## config.mk

```make
export PLATFORM = sky130hd
export DESIGN_NAME = pipelined_barrel_shifter_flat
export DESIGN_NICKNAME = d
export VERILOG_FILES = /design/src/rtl/pipelined_barrel_shifter_if.sv /design/src/rtl/pipelined_barrel_shifter.sv /design/src/flat_wrapper.sv
export SDC_FILE = /design/constraint.sdc
export NUM_CORES = 1
export LEC_CHECK = 0
export ABC_AREA = 1
export CAP_MARGIN = 5
export CORE_MARGIN = 5
export CORE_UTILIZATION = 30
export DETAILED_ROUTE_END_ITERATION = 10
export GPL_ROUTABILITY_DRIVEN = 0
export PLACE_DENSITY = 0.51
export RECOVER_POWER = 100
export SLEW_MARGIN = 15
export SYNTH_ARGS = -nofsm -noshare
export SYNTH_HDL_FRONTEND = slang
export SYNTH_SLANG_ARGS = --single-unit
```

## constraint.sdc

```tcl
create_clock -name clk -period 6.6 [get_ports clk]
set_input_delay 1.32 -clock clk [delete_from_list [all_inputs] [get_ports clk]]
set_output_delay 1.32 -clock clk [all_outputs]
set_load 0.01 [all_outputs]
```

## src/rtl/pipelined_barrel_shifter_if.sv

```systemverilog
// rtl/pipelined_barrel_shifter_if.sv - stream handshake bundle for the pipelined barrel shifter
//
// Ports (signals):
//   in_valid/in_ready   input beat handshake
//   data_in             operand, WIDTH bits
//   shift_amt           shift/rotate amount, $clog2(WIDTH) bits
//   left_right          1 = left, 0 = right
//   mode                00 logical, 01 arithmetic, 10 rotate, 11 logical
//   out_valid/out_ready result beat handshake
//   data_out            result, WIDTH bits
//   busy                any stage holds a beat
// Modports: master = producer/consumer side, slave = shifter side.

interface pipelined_barrel_shifter_if #(
    parameter int WIDTH = 32
);
    localparam int SHW = $clog2(WIDTH);

    logic             in_valid;
    logic             in_ready;
    logic [WIDTH-1:0] data_in;
    logic [SHW-1:0]   shift_amt;
    logic             left_right;
    logic [1:0]       mode;
    logic             out_valid;
    logic             out_ready;
    logic [WIDTH-1:0] data_out;
    logic             busy;

    modport master (
        output in_valid, data_in, shift_amt, left_right, mode, out_ready,
        input  in_ready, out_valid, data_out, busy
    );

    modport slave (
        input  in_valid, data_in, shift_amt, left_right, mode, out_ready,
        output in_ready, out_valid, data_out, busy
    );
endinterface

```

## src/rtl/pipelined_barrel_shifter.sv

```systemverilog
// rtl/pipelined_barrel_shifter.sv - pipelined logical/arithmetic/rotate shifter with elastic stages
//
// Ports:
//   clk    rising-edge clock
//   reset  synchronous active-high reset; drops every in-flight beat
//   bus    pipelined_barrel_shifter_if.slave (input/output stream, busy)
// The log2(WIDTH) shift levels are spread over PIPE_STAGES register
// stages; each stage is a 1-entry elastic slot carrying data plus the
// side-band (amount, direction, mode) the later levels still need.

module pipelined_barrel_shifter #(
    parameter int WIDTH       = 32,
    parameter int PIPE_STAGES = 5
) (
    input  logic                             clk,
    input  logic                             reset,
    pipelined_barrel_shifter_if.slave        bus
);
    localparam int L   = $clog2(WIDTH);
    localparam int SHW = L;
    localparam int LPS = (L + PIPE_STAGES - 1) / PIPE_STAGES;

    logic [PIPE_STAGES-1:0] r_valid;
    logic [WIDTH-1:0]       r_data [PIPE_STAGES];
    logic [SHW-1:0]         r_amt  [PIPE_STAGES];
    logic                   r_lr   [PIPE_STAGES];
    logic [1:0]             r_mode [PIPE_STAGES];

    logic [PIPE_STAGES-1:0] w_advance;
    logic [PIPE_STAGES-1:0] w_src_valid;
    logic [WIDTH-1:0]       w_src_data  [PIPE_STAGES];
    logic [SHW-1:0]         w_src_amt   [PIPE_STAGES];
    logic                   w_src_lr    [PIPE_STAGES];
    logic [1:0]             w_src_mode  [PIPE_STAGES];
    logic [WIDTH-1:0]       w_next_data [PIPE_STAGES];

    // One level: move by 2^k in the requested direction/mode.
    // Arithmetic right keeps the MSB, so applying it level by level
    // still fills with the original operand's sign bit.
    function automatic logic [WIDTH-1:0] shift_level(
        input logic [WIDTH-1:0] d,
        input int               k,
        input logic             lr,
        input logic [1:0]       md
    );
        int                      n;
        logic [WIDTH-1:0]        r;
        logic signed [WIDTH-1:0] sd;
        n  = 1 << k;
        sd = d;
        r  = d;
        if (md == 2'b10) begin
            if (lr) r = (d << n) | (d >> (WIDTH - n));
            else    r = (d >> n) | (d << (WIDTH - n));
        end else if (lr) begin
            r = d << n;
        end else if (md == 2'b01) begin
            r = sd >>> n;
        end else begin
            r = d >> n;
        end
        return r;
    endfunction

    // A stage may load when it, or any stage downstream of it, is empty,
    // or the consumer takes the last beat: bubbles collapse.
    always_comb begin
        w_advance = '0;
        for (int s = 0; s < PIPE_STAGES; s++) begin
            w_advance[s] = bus.out_ready;
            for (int j = s; j < PIPE_STAGES; j++) begin
                if (!r_valid[j]) w_advance[s] = 1'b1;
            end
        end
    end

    // Stage inputs: stage 0 from the bus, others from the previous slot.
    always_comb begin
        w_src_valid[0] = bus.in_valid;
        w_src_data[0]  = bus.data_in;
        w_src_amt[0]   = bus.shift_amt;
        w_src_lr[0]    = bus.left_right;
        w_src_mode[0]  = bus.mode;
        for (int s = 1; s < PIPE_STAGES; s++) begin
            w_src_valid[s] = r_valid[s-1];
            w_src_data[s]  = r_data[s-1];
            w_src_amt[s]   = r_amt[s-1];
            w_src_lr[s]    = r_lr[s-1];
            w_src_mode[s]  = r_mode[s-1];
        end
    end

    // Level k belongs to stage k / LPS.
    always_comb begin
        for (int s = 0; s < PIPE_STAGES; s++) begin
            w_next_data[s] = w_src_data[s];
            for (int k = 0; k < L; k++) begin
                if ((k / LPS) == s && w_src_amt[s][k]) begin
                    w_next_data[s] = shift_level(w_next_data[s], k, w_src_lr[s], w_src_mode[s]);
                end
            end
        end
    end

    always_ff @(posedge clk) begin
        if (reset) begin
            r_valid <= '0;
            for (int s = 0; s < PIPE_STAGES; s++) begin
                r_data[s] <= '0;
                r_amt[s]  <= '0;
                r_lr[s]   <= 1'b0;
                r_mode[s] <= 2'b00;
            end
        end else begin
            for (int s = 0; s < PIPE_STAGES; s++) begin
                if (w_advance[s]) begin
                    r_valid[s] <= w_src_valid[s];
                    if (w_src_valid[s]) begin
                        r_data[s] <= w_next_data[s];
                        r_amt[s]  <= w_src_amt[s];
                        r_lr[s]   <= w_src_lr[s];
                        r_mode[s] <= w_src_mode[s];
                    end
                end
            end
        end
    end

    assign bus.in_ready  = !reset && w_advance[0];
    assign bus.out_valid = r_valid[PIPE_STAGES-1];
    assign bus.data_out  = r_data[PIPE_STAGES-1];
    assign bus.busy      = |r_valid;

endmodule

```

## src/flat_wrapper.sv

```systemverilog
// flat-port wrapper written by rule: the top's interface ports become plain ports
module pipelined_barrel_shifter_flat 
#(
    parameter int WIDTH       = 32,
    parameter int PIPE_STAGES = 5
)
  (clk, reset, bus_in_valid, bus_data_in, bus_shift_amt, bus_left_right, bus_mode, bus_out_ready, bus_in_ready, bus_out_valid, bus_data_out, bus_busy);
  pipelined_barrel_shifter_if #(.WIDTH(WIDTH)) bus_i ();
  input  logic clk;
  input  logic reset;
  input wire logic [$bits(bus_i.in_valid)-1:0] bus_in_valid;
  input wire logic [$bits(bus_i.data_in)-1:0] bus_data_in;
  input wire logic [$bits(bus_i.shift_amt)-1:0] bus_shift_amt;
  input wire logic [$bits(bus_i.left_right)-1:0] bus_left_right;
  input wire logic [$bits(bus_i.mode)-1:0] bus_mode;
  input wire logic [$bits(bus_i.out_ready)-1:0] bus_out_ready;
  output wire logic [$bits(bus_i.in_ready)-1:0] bus_in_ready;
  output wire logic [$bits(bus_i.out_valid)-1:0] bus_out_valid;
  output wire logic [$bits(bus_i.data_out)-1:0] bus_data_out;
  output wire logic [$bits(bus_i.busy)-1:0] bus_busy;
  assign bus_i.in_valid = bus_in_valid;
  assign bus_i.data_in = bus_data_in;
  assign bus_i.shift_amt = bus_shift_amt;
  assign bus_i.left_right = bus_left_right;
  assign bus_i.mode = bus_mode;
  assign bus_i.out_ready = bus_out_ready;
  assign bus_in_ready = bus_i.in_ready;
  assign bus_out_valid = bus_i.out_valid;
  assign bus_data_out = bus_i.data_out;
  assign bus_busy = bus_i.busy;
  pipelined_barrel_shifter #(.WIDTH(WIDTH), .PIPE_STAGES(PIPE_STAGES)) u_core (.clk(clk), .reset(reset), .bus(bus_i));
endmodule
```

-- Word-level counts from Yosys, hierarchy flattened
Memories as Yosys holds them, arrays and structs flattened.
Cells that the tools add are included.
Widths: inputs -> output; s select.
- word-level logic and storage cells: 132
- RAM bits: 200
- ROM bits: 0
- input bits: 44
- memories: 4
- output and inout port bits: 35
- latch bits: 0
- flip-flop bits (word level): 5
- reduce and logical (&&, ||, !) cells: 3
- equality and inequality tests: 10
- order comparisons: 0
- bitwise logic cells: 29
- shift operators: 0
- add/sub/neg operators: 0
- mux-type cells: 81
- multipliers: 0
- divide/modulo/power cells: 0
- memories (name ; depth ; bits a word ; rd ports ; clocked after memory_dff ; write ports ; RTL line ; RTL):
    u_core.r_data ; 5 ; 32 ; 5 ; 0 ; 5 ; pipelined_barrel_shifter.sv:24 ; logic [WIDTH-1:0] r_data [PIPE_STAGES];
    u_core.r_amt ; 5 ; 5 ; 4 ; 0 ; 5 ; pipelined_barrel_shifter.sv:25 ; logic [SHW-1:0] r_amt [PIPE_STAGES];
    u_core.r_mode ; 5 ; 2 ; 4 ; 0 ; 5 ; pipelined_barrel_shifter.sv:27 ; logic [1:0] r_mode [PIPE_STAGES];
    u_core.r_lr ; 5 ; 1 ; 4 ; 0 ; 5 ; pipelined_barrel_shifter.sv:26 ; logic r_lr [PIPE_STAGES];
- operators with widths (cell ; count):
    $mux 32 ; 29
    $mux 1 ; 42
    $or 24x32->32 ; 1
    $or 28x32->32 ; 1
    $or 30x32->32 ; 1
    $or 31x32->32 ; 1
    $or 32x1->32 ; 1
    $or 32x16->32 ; 1
    $or 32x2->32 ; 1
    $or 32x4->32 ; 1
    $or 32x8->32 ; 1
    $mux 5 ; 5
    $or 1x1->1 ; 20
    $eq 2x1->1 const B ; 5
    $eq 2x2->1 const B ; 5
    $mux 2 ; 5
    $reduce_or 5->1 ; 1
    $logic_and 1x1->1 ; 1
    $logic_not 1->1 ; 1

-- Longest topological paths before layout
- word-level depth: 9
- depth in mapped cells: 10

-- Least setup slack after synthesis
No wires, ideal clock.
- path type: in2reg
- start point: in bus_out_ready
- end point: mem u_core.r_amt[0][19] (netlist bit), enable pin
- cell stages on the path: 2
- data arrival time: 3919 ps
- slack: 2202 ps
- library setup time: 479 ps
- data required time: 6121 ps
- cell sequence: nor2_4 o21ai_0
- RTL lines (element ; RTL line ; RTL):
    from (decl) ; flat_wrapper.sv:16 ; input wire logic [$bits(bus_i.out_ready)-1:0] bus_out_ready;
    to (decl) ; pipelined_barrel_shifter.sv:25 ;

-- Worst setup path after layout
- start point: in bus_out_ready
- end point: out bus_in_ready
- word-level cells in the longest chain between the ends: 6
- RTL lines (element ; RTL line ; RTL):
    $mux 1 (5 in series) ; pipelined_barrel_shifter.sv:72 ; if (!r_valid[j]) w_advance[s] = 1'b1;
    $logic_and 1x1->1 ; pipelined_barrel_shifter.sv:129 ; assign bus.in_ready = !reset && w_advance[0];
    to (decl) ; flat_wrapper.sv:17 ; output wire logic [$bits(bus_i.in_ready)-1:0] bus_in_ready;
No other way between the ends.

==> metrics.txt <==
die height approximately 190 um; LEAKAGE 4.49 nW; number of flops mapped to enable cells by yosys ~180; Pre-Repair DR Iteration Count 5; clock slew seen by the registers of the worst setup and hold paths about 0.070 ns; Site Rows 67; Critical path buffers and inverters 3; post-synthesis mux area share 0%; Setup Viol. Count Final 0; port bufs between 70 and 80; Synth Flop Type edfxtp_1; Worst Clk Skew around 0.014 ns; post-synth top area share roughly 54%; final core utilization between 30 and 40%; Crit path max-delay family buffers and inverters; I/O pin count a little under 80; status finished with violations; cts hold-fix bufs 0; Seq/Total Area, Yosys between 50% and 60%; vias in the first global route roughly 7,300; overall routing resource usage 11.5%; layout cell share with drive strength beyond 1 between 4 and 5%; antenna-violating nets left 0; fin area 11,400 um^2; Final TNS setup 0 ns; critical path arrival about 3 ns; Initial DRC Count slightly below 600; Pins Over Slew Limit about 190; Hold Path Class reg2reg; Synth Area in XOR/XNOR 0%; initial antenna violation count 0; Yosys top cell by area edfxtp_1; largest family of logic cells by synthesized area compound AO/OA/AOI/OAI gates; fill cell count between 3,000 and 4,000; synth top area cells edfxtp_1, nor2_1, a22oi_1, a21oi_1, inv_1; Post-Synthesis Cells between 1,000 and 1,500; FMAX about 230 MHz; global-route wire length before repair around 37,000 um; Worst Path Max Fanout 4; core area about 34,000 um^2; peak supply drop around 0.17 mV; CP Launch Type primary input; Clock Latency Late Sink about 0.43 ns; hold_ws ~0.51 ns; most frequent CP cell dlygate4sd3_1; Overflow after GRT 0; Bufs on Longest Clock Path 2; asr flop ratio synth 0%; clk sinks 187; CP Data Required Time around 5.3 ns; critical path type in2out; RSZ-0062 raised after global routing no; Period minus WS final about 4.3 ns; die width ~190 um; Synth top cells by count nor2_1, edfxtp_1, inv_1, nand2_1, a21oi_1; Relative slew margins -101%; DP HPWL ~15,000 um; post-synthesis simple-gate area fraction 15.5%; # H-tree levels 4; total CTS buffers 17; #FFs+latches synth roughly 190; Avg WL per Cell ~14 um; drt total wl 21,700 um; Synth Area per Inst between 8 and 9 um^2; Synth Net Count between 1,000 and 1,500; vias per cell around 4.7; most common cell in the netlist nor2_1; CP Capture Type primary output; CP peak stage delay ~0.59 ns; vias roughly 7,500; Final nets approximately 1,200; crit share post-route around two thirds; Final Hold Viols 0; DIE AREA between 30,000 and 40,000 um^2; largest net degree at the start of global routing around 180; clock root buffer master clkbuf_16; Synth Area in Compound Gates around 17%; Area growth syn-to-layout 12.1%; DRC violations left 0; Starting Density between 30% and 40%; crit-path cells dlygate4sd3_1, nor2_1, nand3_2, nand2_1, inv_1, dlygate4sd3_1; Mapped Area between 10,000 and 15,000 um^2; Antenna diodes 0; Pwr per Cell Area 251 nW/um^2; postcts setup bufs 0; failing checks max-capacitance violations, max-slew violations; synth unique cells 28; Post-Place Cell Area 10,900 um^2; CP max-delay cell dlygate4sd3_1; Ys Warns 0; Worst-Margin Slew roughly 3 ns; Synth Area in Adders 0%; MaxCap Viol Count 5; post-CTS resize count 0; CTS tree done
-- flip-flops by register name (all words and copies together) (netlist names) --
register / count
u_core.r_amt: 10
u_core.r_data: 160
u_core.r_valid: 5
u_core.r_lr: 4
u_core.r_mode: 8
-- layout by cell type, fill, tap and decap left out --
cell type        instances
nand3_1                 29
o21ai_2                  1
o211ai_1                11
nand2_2                  1
inv_2                   14
nor3_1                   5
nand2_8                  1
dlygate4sd3_1           37
nor2_1                 231
clkinv_1                 1
a21oi_1                108
nand3_2                  1
clkinv_8                 1
clkbuf_16               17
inv_1                  140
clkinv_4                 4
edfxtp_1               182
dfxtp_1                  5
clkinvlp_4               1
or2_0                    1
o22ai_1                 31
inv_6                    5
inv_8                    2
o21ai_0                 55
nand2_1                118
buf_4                    4
nor2_2                   2
or4_1                    1
clkdlybuf4s50_1         41
clkbuf_1                 4
o21ai_1                  1
a22oi_1                 88
nand4_1                  7
-- cell families (layout without fill, tap and decap cells) --
logic type	count (synthesis)	in the layout
AOI/OAI and AO/OA	295	295
buffers and inverters	266	271
DFF	187	187
and+or+nand+nor	397	397
-- where the power goes --
group | total (W) | internal, W | leakage [nW] | switching [W]
logic | 0.000424 | 0.000155 | 2.26 | 0.000268
clock network | 0.000967 | 0.000498 | 0.271 | 0.000469
registers | 0.00148 | 0.00142 | 1.96 | 0.0000615
total | 0.00287 | 0.00207 | 4.49 | 0.000799
-- per-stage QoR --
stage	total power (W)	setup WS (ns)	instances
after global routing	0.00303	2.03	1598
after global placement	0.00194	2.56	1566
after CTS	0.00291	2.54	1598
after detailed placement	0.00194	2.54	1566
after floorplan	0.00182	2.20	1145
final	0.00287	2.28	1598
-- tightest hold or removal path, delay by kind of cell (launching register included) --
kind	cells	cell delay [ns]
flops	1	0.33
buf+inv	1	0.07
compound gates	1	0.06
-- final timing paths --
check	from	to	slack, ns	cells past startpoint
max	bus_out_ready	bus_in_ready	2.28	6
min	u_core.r_valid[0]	u_core.r_valid[1]	0.51	2
max reg2reg	u_core.r_valid[4]	u_core.r_data[0][110]	3.40	3
min reg2reg	u_core.r_valid[0]	u_core.r_valid[1]	0.51	2
-- area by class of cell --
type / count / area (um^2) / area share (%)
inverter: 154 / 578 / 5.05
sequential: 187 / 5570 / 48.7
clock buffer: 18 / 429 / 3.75
multi-input combinational: 692 / 3350 / 29.3
clock inverter: 14 / 129 / 1.13
timing repair buffer: 85 / 822 / 7.19
tap: 448 / 561 / 4.90
-- layer usage --
layer	vias to the layer above	GRT usage, %	wire length, um
met4	0	4.45	549
met2	166	17.9	10100
met5	-	0	0
li1	3845	-	-
met1	3440	15.9	10400
met3	34	2.11	700
(Power assumes the default switching activity.)
